==> src/rtl/dmem_arb_pkg.sv <==
// Shared definitions for the two-port data-memory arbiter.
// Holds the arbiter FSM state encoding, requester index encoding and the
// default address/data widths used by dmem_arbiter and dmem_arb_rr.
package dmem_arb_pkg;

  localparam int DEF_ADDR_WIDTH = 10;
  localparam int DEF_DATA_WIDTH = 32;

  // Requester index: bit position in the req/grant vectors.
  localparam int REQ_CORE   = 0;
  localparam int REQ_LOADER = 1;

  typedef enum logic [1:0] {
    ARB   = 2'd0,
    LOCK0 = 2'd1,
    LOCK1 = 2'd2
  } arb_state_e;

endpackage

==> src/rtl/dmem_arb_rr.sv <==
// Purpose: two-way round-robin tie-break, one-hot grant.
// Latency: purely combinational.
// Backpressure: none; a lone request always wins, a tie goes to the requester not granted last.
// Ports: req_i   - request vector (bit0 core, bit1 loader)
//        last_gnt_i - index of the most recently granted requester
//        gnt_o   - one-hot grant (all zero when no request)
module dmem_arb_rr
  import dmem_arb_pkg::*;
(
  input  logic [1:0] req_i,
  input  logic       last_gnt_i,
  output logic [1:0] gnt_o
);

  always_comb begin
    gnt_o = req_i;
    if (req_i == 2'b11) begin
      gnt_o[REQ_CORE]   = last_gnt_i;
      gnt_o[REQ_LOADER] = ~last_gnt_i;
    end
  end

endmodule

==> src/rtl/dmem_arbiter.sv <==
// Purpose: arbitrates core LSU (m0) and loader/debug (m1) onto one single-port data RAM, with lock for RMW.
// Latency: grant and RAM strobe combinational in the request cycle; read data returns one cycle after grant.
// Backpressure: requester holds req/payload until gnt; a locked owner blocks the other requester.
// Ports: clk/rst (sync, active-high); mN_req/we/lock/addr/wdata/be in, mN_gnt/rvalid/rdata out;
//        mem_en/we/addr/wdata/be out to the RAM, mem_rdata in (valid the cycle after a read strobe).
module dmem_arbiter
  import dmem_arb_pkg::*;
#(
  parameter int ADDR_WIDTH = DEF_ADDR_WIDTH,
  parameter int DATA_WIDTH = DEF_DATA_WIDTH
) (
  input  logic                    clk,
  input  logic                    rst,
  input  logic                    m0_req,
  input  logic                    m0_we,
  input  logic                    m0_lock,
  input  logic [ADDR_WIDTH-1:0]   m0_addr,
  input  logic [DATA_WIDTH-1:0]   m0_wdata,
  input  logic [DATA_WIDTH/8-1:0] m0_be,
  output logic                    m0_gnt,
  output logic                    m0_rvalid,
  output logic [DATA_WIDTH-1:0]   m0_rdata,
  input  logic                    m1_req,
  input  logic                    m1_we,
  input  logic                    m1_lock,
  input  logic [ADDR_WIDTH-1:0]   m1_addr,
  input  logic [DATA_WIDTH-1:0]   m1_wdata,
  input  logic [DATA_WIDTH/8-1:0] m1_be,
  output logic                    m1_gnt,
  output logic                    m1_rvalid,
  output logic [DATA_WIDTH-1:0]   m1_rdata,
  output logic                    mem_en,
  output logic                    mem_we,
  output logic [ADDR_WIDTH-1:0]   mem_addr,
  output logic [DATA_WIDTH-1:0]   mem_wdata,
  output logic [DATA_WIDTH/8-1:0] mem_be,
  input  logic [DATA_WIDTH-1:0]   mem_rdata
);

  arb_state_e state_q, state_d;
  logic       last_gnt_q, last_gnt_d;
  logic [1:0] rvalid_q, rvalid_d;
  logic [1:0] req;
  logic [1:0] rr_gnt;
  logic [1:0] gnt;

  assign req = {m1_req, m0_req};

  dmem_arb_rr u_rr (
    .req_i      (req),
    .last_gnt_i (last_gnt_q),
    .gnt_o      (rr_gnt)
  );

  // Next-state and grant. A locked owner dropping req, or issuing an
  // unlocked access, hands the RAM back to round-robin arbitration.
  always_comb begin
    state_d = state_q;
    gnt     = 2'b00;
    case (state_q)
      ARB: begin
        gnt = rr_gnt;
        if (rr_gnt[REQ_CORE] && m0_lock) begin
          state_d = LOCK0;
        end else if (rr_gnt[REQ_LOADER] && m1_lock) begin
          state_d = LOCK1;
        end
      end
      LOCK0: begin
        gnt[REQ_CORE] = m0_req;
        if (!m0_req || !m0_lock) begin
          state_d = ARB;
        end
      end
      LOCK1: begin
        gnt[REQ_LOADER] = m1_req;
        if (!m1_req || !m1_lock) begin
          state_d = ARB;
        end
      end
      default: state_d = ARB;
    endcase
    // Grants are combinational, so reset has to mask them directly.
    if (rst) begin
      gnt = 2'b00;
    end
  end

  always_comb begin
    last_gnt_d = last_gnt_q;
    if (gnt[REQ_LOADER]) begin
      last_gnt_d = 1'b1;
    end else if (gnt[REQ_CORE]) begin
      last_gnt_d = 1'b0;
    end
    rvalid_d[REQ_CORE]   = gnt[REQ_CORE] & ~m0_we;
    rvalid_d[REQ_LOADER] = gnt[REQ_LOADER] & ~m1_we;
  end

  always_ff @(posedge clk) begin
    if (rst) begin
      state_q    <= ARB;
      last_gnt_q <= 1'b0;
      rvalid_q   <= 2'b00;
    end else begin
      state_q    <= state_d;
      last_gnt_q <= last_gnt_d;
      rvalid_q   <= rvalid_d;
    end
  end

  assign m0_gnt = gnt[REQ_CORE];
  assign m1_gnt = gnt[REQ_LOADER];

  // A read in flight when reset arrives is dropped: the pending flag is
  // masked during reset and cleared by it.
  assign m0_rvalid = rvalid_q[REQ_CORE] & ~rst;
  assign m1_rvalid = rvalid_q[REQ_LOADER] & ~rst;
  assign m0_rdata  = m0_rvalid ? mem_rdata : '0;
  assign m1_rdata  = m1_rvalid ? mem_rdata : '0;

  // Payload mux; only meaningful while mem_en is high.
  assign mem_en    = |gnt;
  assign mem_we    = gnt[REQ_LOADER] ? m1_we : (gnt[REQ_CORE] ? m0_we : 1'b0);
  assign mem_addr  = gnt[REQ_LOADER] ? m1_addr  : m0_addr;
  assign mem_wdata = gnt[REQ_LOADER] ? m1_wdata : m0_wdata;
  assign mem_be    = gnt[REQ_LOADER] ? m1_be    : m0_be;

endmodule

==> config.mk <==
export PLATFORM = sky130hd
export DESIGN_NAME = dmem_arbiter
export DESIGN_NICKNAME = d
export VERILOG_FILES = /design/src/rtl/dmem_arb_pkg.sv /design/src/rtl/dmem_arb_rr.sv /design/src/rtl/dmem_arbiter.sv
export SDC_FILE = /design/constraint.sdc
export NUM_CORES = 1
export LEC_CHECK = 0
export CAP_MARGIN = 20
export CORE_AREA = 8 8 91 93
export DETAILED_ROUTE_END_ITERATION = 10
export DIE_AREA = 0 0 99 101
export PLACE_DENSITY = 0.77
export SETUP_SLACK_MARGIN = 0.15
export SYNTH_ARGS = -nofsm -noshare
export SYNTH_HDL_FRONTEND = slang
export SYNTH_SLANG_ARGS = --single-unit
==> constraint.sdc <==
create_clock -name clk -period 5.8 [get_ports clk]
set_clock_uncertainty 0.15 [all_clocks]
set_input_delay 1.74 -clock clk [delete_from_list [all_inputs] [get_ports clk]]
set_output_delay 1.74 -clock clk [all_outputs]
set_load 0.01 [all_outputs]
# == Yosys cells after proc, flatten, opt, wreduce, memory -nomap -nowiden ==
# Index checks and enable logic that the tools add are counted.
# op_classes
n_bitwise,8
div_mod_pow,0
n_addsub,0
n_reduce_logical,12
shift,0
n_mul,0
magnitude_cmp,0
n_mux,18
eq_ne,6
# op_table
op,n
32-bit two-way mux,3
2-bit two-way mux,6
10-bit two-way mux,1
2-bit case mux with 3 select lines,1
1-bit AND,4
2-bit == test (second input constant),2
1-bit zero test,4
1-bit two-way mux,4
4-bit two-way mux,1
2-bit inequality test (second input constant),2
1-bit inverter,4
1-bit case mux with 2 select lines,2
3-bit inequality test (second input constant),1
3-bit AND reduction,1
2-bit by 1-bit == test with 1-bit output (second input constant),1
1-bit logical AND,2
2-bit zero test,1
1-bit logical OR,2
2-bit nonzero test,1
2-bit OR reduction,1
# word_totals
register_bits,5
latchBits,0
mem_count,0
mem_bits_rw,0
rom_bits,0
wordCells,47
output_inout_bits,116

# == Depth between registers and ports, before layout ==
# Gate-level depths: netlist of the first run.
# logic_depth
word_depth,6
depth_mapped,5
ltp_nobuf,4

# == Hierarchy ==
# Synthesis of the first run repeated with hierarchy kept, for this count alone.
# hier_totals
hier_cells,150
hier_area_um2,1410.1
# by_module_without_submodules
mod,cells_per_inst,instances,area_each_um2
dmem_arbiter,147,1,1391.3
dmem_arb_rr,3,1,18.8

# == Least setup slack after synthesis of the first run ==
# Ideal clock, no wire load.
# synth_timing
path_type,input port to output port
from,in m1_req
to,out mem_we
t_arrival_ns,2.544
n_path_buf,0
slack_ns,1.366
stages,4
path_cell_list,nor3b_1 or3b_1 inv_1 a22o_1
# synth_between
elab_chain_cells,6
elab_cells_between_ends,7
classes_between,eq/ne (1); mux (6)
# synth_lines
item,line_no,text
from (decl),dmem_arbiter.sv:23,"input logic m1_req,"
2-bit == test,dmem_arb_rr.sv:17,if (req_i == 2'b11) begin
2-bit two-way mux,dmem_arb_rr.sv:17,
1-bit case mux with 2 select lines,dmem_arbiter.sv:60,case (state_q)
2-bit two-way mux,dmem_arbiter.sv:84,if (rst) begin
via m0_gnt,dmem_arbiter.sv:20,"output logic m0_gnt,"
1-bit two-way mux (2 in a row),dmem_arbiter.sv:124,assign mem_we = gnt[REQ_LOADER] ? m1_we : (gnt[REQ_CORE] ? m0_we : 1'b0);
to (decl),dmem_arbiter.sv:33,"output logic mem_we,"
# The timed path passes the listed nets, and every way through them passes these cells.

# == Worst setup path in the final report of the first run ==
# layout_timing
from,in m0_req
to,out mem_wdata[21]
# layout_between
elab_chain_cells,5
# layout_lines
item,line_no,text
from (decl),dmem_arbiter.sv:14,"input logic m0_req,"
2-bit == test,dmem_arb_rr.sv:17,
2-bit two-way mux,dmem_arb_rr.sv:17,
1-bit case mux with 2 select lines,dmem_arbiter.sv:60,
2-bit two-way mux,dmem_arbiter.sv:84,
32-bit two-way mux,dmem_arbiter.sv:126,assign mem_wdata = gnt[REQ_LOADER] ? m1_wdata : m0_wdata;
to (decl),dmem_arbiter.sv:35,"output logic [DATA_WIDTH-1:0] mem_wdata,"
# Every way passes these cells.

==> impl_metrics.yaml, run 1 <==
logic_synthesis:
  synthCells: 150
  synthTopCellsByArea: "mux2_4 49%, and2_1 28%, dfxtp_1 7.0%"
  yosysWarnings: 0
  synthSimpleGateAreaFrac: 0.345
  muxShareOfSynthArea: 0.485
  synth_area_leader_cell: "mux2_4"
  syn_avg_cell_area_um2: 9.48
  synth_xor_area_frac: 0
  synth.yosys.seq_area_share: 0.0704
  netlist_area_um2: 1420
  synth_top_area_frac: 0.485
  synth_top_family_by_area: "multiplexers"
  synth-seq-cells: 5
  synth-compound-area-share: 0.0361
  synth_nets: 282
  synth-adder-area-share: 0
  synth_cell_types: 21
setup_path:
  path_max_fanout: 27
  cpPeakStageDelay_ns: 0.52
  cpLargestDelayFamily: "buffers and inverters"
  end_kind: "primary output"
  cp.depth: 6
  crit_top_cell: "clkdlybuf4s50_1"
  crit_chain: "clkdlybuf4s50_1, nand2_1, o21ai_4, buf_12, mux2_4, clkdlybuf4s50_1"
  criticalPathCategory: "input port to primary output"
  reg2regPathDepth: 4
  slowest_stage: "clkdlybuf4s50_1"
  required_ns: 3.91
  path_buf_inv: 3
  start_kind: "input port"
  crit_arrival_ns: 3.67
timing:
  hold_viol: 0
  rsz0062_at_grt: "no"
  fin_crit_sh: 0.959
  drv_slew: 0
  tns_ns: 0
  max_slew_margin: 0.828
  max_freq_mhz: 180
  worst_pin_slew_ns: 0.258
  period_minus_slack_ns: 5.56
  fin_ws_ns: 0.237
  setup_viol: 0
placed_design:
  dp_hpwl_mm: 8.30
  place.gp.congestion: 0.785
  port_buffers: 247
  dpl-instance-area_um2: 3980
  pre_cts_ws_ns: 0.217
clock_network:
  clock_path_buffers: 2
  cts_sinks: 5
  htree_levels: 1
  clock_latency_ns: 0.22
  cts_hold_buf: 0
  clkTransAtPathRegs_ns: 0.03
  cts_made_buffers: 3
  cts_tree: "done"
  root_buffer: "clkbuf_8"
routing:
  antenna_left: 0
  num_vias: 2074
  dr.pass1.iters: 4
  drt-initial-drc-count: 11
  vias_per_cell: 4.35
  finalWirelength_mm: 9.42
  post_drt_wl_per_cell_um: 19.7
  drc_errors: 0
global_route:
  grt-ovfl-total: 0
  grt_pass1_wl_mm: 13.7
  grt_pass1_vias: 2417
  antenna_found_initial: 0
  grt_usage: 0.175
  grt_max_degree: 34
finish:
  postLayoutCellArea_um2: 4030
  final_cell_mix: "245 x clkdlybuf4s50_1, 64 x and2_1, 46 x mux2_4, 5 x dfxtp_1, 4 x nor2b_1"
  drive_gt1_frac: 0.144
  layout.cells.most_common: "clkdlybuf4s50_1"
  diodes: 0
  area.growth.synth_to_final_pct: 183
  final_nets: 528
floorplan:
  fp.dieH_um: 101
  core_area_um2: 6940
  die_w_um: 99
  num_rows: 31
  ios: 248
  start_util: 0.205
  die_area_um2: 10000
min_path:
  whs_path_depth: 2
  hold_path_class: "register to register"
power_and_ir_drop:
  vdd_drop_max_v: 0.0000777
  p_per_area_nw_per_um2: 91.4
  power.leakage_uw: 0.00172
run_status:
  status: "complete, no violations"
job:
  cap_violations: 0
-- routing by layer --
metal	global-route usage	share of wire	vias up
met5	0	0	-
met4	0.0390	0.011	0
met3	0.0808	0.12	9
met2	0.335	0.51	145
met1	0.166	0.36	927
li1	-	-	993
-- tightest hold or removal path, delay by kind of cell (launching register included) --
| family | cells | cell delay (ns) |
|---|---|---|
| flops | 1 | 0.34 |
| simple gates | 1 | 0.07 |
| compound gates | 1 | 0.07 |
-- logic make-up (layout without fill, tap and decap cells) --
logic type | Yosys count | after routing
AND/OR/NAND/NOR | 79 | 79
buffers and inverters | 14 | 259
AO/OA/AOI/OAI | 6 | 6
multiplexers | 46 | 46
flip-flops | 5 | 5
-- power by group --
| group | switching, uW | internal, uW | total (uW) |
|---|---|---|---|
| Sequential | 1.69 | 36.4 | 38.1 |
| Clock | 16.5 | 47.1 | 63.6 |
| Combinational | 80.3 | 186 | 267 |
-- area by class of cell --
cell class	count	area, um^2
fillers	594	2910
flip-flops and latches	5	100
inverters	3	11.3
clock buffers	4	45.0
well taps	82	103
repair buffers	252	2540
multi-input cells	131	1230
-- cell usage after synthesis, drive strengths merged --
cell type,number
a211oi,1
a21oi,1
a22o,1
and2,64
buf,5
clkbuf,6
dfxtp,5
inv,3
mux2,46
nand2,3
nand3b,1
nor2,2
nor2b,4
nor3,2
nor3b,2
o2111ai,1
o21ai,2
or3b,1
-- timing repair --
action                     4_1_cts  5_1_grt
setup endpoints to repair        0       12
gates resized for setup          0        2
setup buffers                    0        0
hold endpoints to repair         0        0
-- registers in the layout, summed over array words and instances, names as in the netlist --
register / cells
state_q: 2
last_gnt_q: 1
rvalid_q: 2
-- worst paths after layout --
check	end	slack [ns]	start
max reg2reg	last_gnt_q	4.55	last_gnt_q
min	last_gnt_q	0.38	last_gnt_q
max	mem_wdata[21]	0.24	m0_req
min reg2reg	last_gnt_q	0.38	last_gnt_q
-- metrics by stage --
| stage | hold WS (ns) | power [uW] | util | std cells |
|---|---|---|---|---|
| global placement | 0.352 | 304 | 0.573 | 473 |
| detailed placement | 0.371 | 308 | 0.573 | 473 |
| floorplan | 0.325 | 133 | - | 150 |
| finish | 0.379 | 368 | 0.581 | 477 |
| global route | 0.399 | 388 | 0.581 | 477 |
| CTS | 0.377 | 375 | 0.580 | 477 |
Note: power is estimated with default switching activity, not from simulation.
==> inputs of run 2 (changes only) <==
--- a/constraint.sdc
+++ b/constraint.sdc
@@ -3,3 +3,3 @@
 set_input_delay 1.74 -clock clk [delete_from_list [all_inputs] [get_ports clk]]
 set_output_delay 1.74 -clock clk [all_outputs]
-set_load 0.01 [all_outputs]
+set_load 0.005 [all_outputs]
==> run 2 against run 1 <==
Via count fell by 0.24%. Register-to-register slack barely moved. Clock power rose by 2%. Global-route usage fell by 0.27 points. Sequential share of layout area barely moved. Critical path depth did not move. Design area barely moved. Routed wire length fell by 2.6%. Power fell by 3.5%. Critical path type unchanged. Largest cell class unchanged. Highest routed layer unchanged.
==> impl_metrics.yaml, run 2 (same netlist as run 1, synthesis figures left out) <==
setup_path:
  end_kind: "primary output"
  path_max_fanout: 18
  reg2regPathDepth: 3
  worst_r2r_endpoint: "rvalid_q[0]"
  reg2reg_from: "state_q[0]"
  rrSetupSlack_ns: 4.54
  required_ns: 3.91
  criticalPathCategory: "input port to primary output"
  start_kind: "input port"
  crit_arrival_ns: 3.67
clock_network:
  clkTransAtPathRegs_ns: 0.04
  clock_path_buffers: 2
  cts_tree: "done"
  clock_latency_ns: 0.22
  root_buffer: "clkbuf_8"
  cts_sinks: 5
  cts_made_buffers: 3
  cts_hold_buf: 0
  htree_levels: 1
finish:
  fillers: 591
  drive_gt1_frac: 0.144
  final-instance-count-excl-fill: 477
  final_nets: 528
  area.growth.synth_to_final_pct: 183
  postLayoutCellArea_um2: 4030
  final_cell_mix: "247 x clkdlybuf4s50_1, 64 x and2_1, 46 x mux2_4, 5 x dfxtp_1, 4 x nor2b_1"
  layout.cells.most_common: "clkdlybuf4s50_1"
  diodes: 0
  top_regs: "rvalid_q x2, state_q x2, last_gnt_q x1"
global_route:
  grt-ovfl-total: 0
  grt_pass1_wl_mm: 13.5
  grt_pass1_vias: 2262
  antenna_found_initial: 0
  grt_usage: 0.172
  grt_max_degree: 34
power_and_ir_drop:
  internal_power_uw: 270
  pwr-share-seq: 0.108
  total_power_uw: 356
  vdd_drop_max_v: 0.0000885
  clkPwrFrac: 0.182
  p_comb_frac: 0.710
  p_sw_frac: 0.240
  p_per_area_nw_per_um2: 88.2
  power.leakage_uw: 0.00171
  p_switching_uw: 85.4
routing:
  drt-initial-drc-count: 30
  finalWirelength_mm: 9.18
  antenna_left: 0
  drc_errors: 0
  post_drt_wl_per_cell_um: 19.2
  dr.pass1.iters: 6
  vias_per_cell: 4.34
  num_vias: 2069
placed_design:
  place.gp.congestion: 0.771
  dpl-instance-area_um2: 3980
  pre_cts_ws_ns: 0.217
  dp_hpwl_mm: 8.05
  placedCellCount: 473
  port_buffers: 247
timing:
  fin_crit_sh: 0.958
  tns_ns: 0
  worst_pin_slew_ns: 0.269
  max_freq_mhz: 180
  rsz0062_at_grt: "no"
  fin_ws_ns: 0.243
  period_minus_slack_ns: 5.56
  setup_viol: 0
  max_slew_margin: 0.820
  drv_slew: 0
  hold_viol: 0
floorplan:
  die_w_um: 99
  ios: 248
  num_rows: 31
  start_util: 0.205
  die_area_um2: 10000
  core_area_um2: 6940
  fp.dieH_um: 101
min_path:
  holdPathEnd: "last_gnt_q"
  hp-start: "last_gnt_q"
  hold_path_class: "register to register"
  whs_path_depth: 2
job:
  cap_violations: 0
run_status:
  status: "complete, no violations"
-- run 2: cell type report --
class | instances | area (um^2) | share of cell area
timing repair buffer | 252 | 2530 | 0.629
multi-input combinational | 131 | 1240 | 0.307
tap | 82 | 103 | 0.0254
sequential | 5 | 100 | 0.0248
clock buffer | 4 | 45.0 | 0.0112
inverter | 3 | 11.3 | 0.00279
-- run 2: per-stage QoR --
stage | hold WS (ns) | util
after global routing | 0.395 | 0.581
final | 0.369 | 0.581
after global placement | 0.354 | 0.573
after floorplan | 0.325 | -
after detailed placement | 0.363 | 0.573
after CTS | 0.372 | 0.580
-- run 2: worst max path at each step --
stage | end | from | slack, ns | depth (start not counted)
3_5_place_dp | mem_wdata[24] | rst | 0.22 | 6
3_3_place_gp | mem_wdata[24] | rst | 0.25 | 6
2_1_floorplan | mem_addr[0] | rst | 1.38 | 4
4_1_cts | mem_wdata[24] | rst | 0.21 | 6
6_report | mem_wdata[24] | rst | 0.24 | 6
5_1_grt | mem_wdata[24] | rst | 0.15 | 6
-- run 2: repair_timing --
item / CTS / global route
buffers inserted: 0 / 0
resized for setup: 0 / 1
endpoints found under the setup margin: 0 / 1
-- run 2: metal layers --
metal | vias up | track usage | wire (um)
met5 | - | 0 | 0
met4 | 0 | 0.0307 | 65
met3 | 6 | 0.0863 | 1250
met2 | 148 | 0.312 | 4570
met1 | 922 | 0.176 | 3290
li1 | 993 | - | -
-- run 2: power by group through the flow --
stage / clock, uW / sequential [uW] / combinational [uW]
floorplan: 0 / 38.2 / 80.1
finish: 64.8 / 38.3 / 252
CTS: 67.7 / 38.2 / 256
global placement: 0 / 38.5 / 252
detailed placement: 0 / 38.7 / 254
global route: 68.8 / 38.5 / 268
-- run 2: critical path, stage by stage --
cell	delay, ns
clkdlybuf4s50_1	0.54
nor3b_4	0.27
o21ai_4	0.11
buf_12	0.18
mux2_4	0.31
clkdlybuf4s50_1	0.50
==> inputs of run 3 (changes only) <==
SKIP_CTS_REPAIR_TIMING = 1   (was not set)
SKIP_LAST_GASP = 1   (was not set)
==> results of run 3 <==
No change in the layout: final DEF, timing and power equal those of run 2.
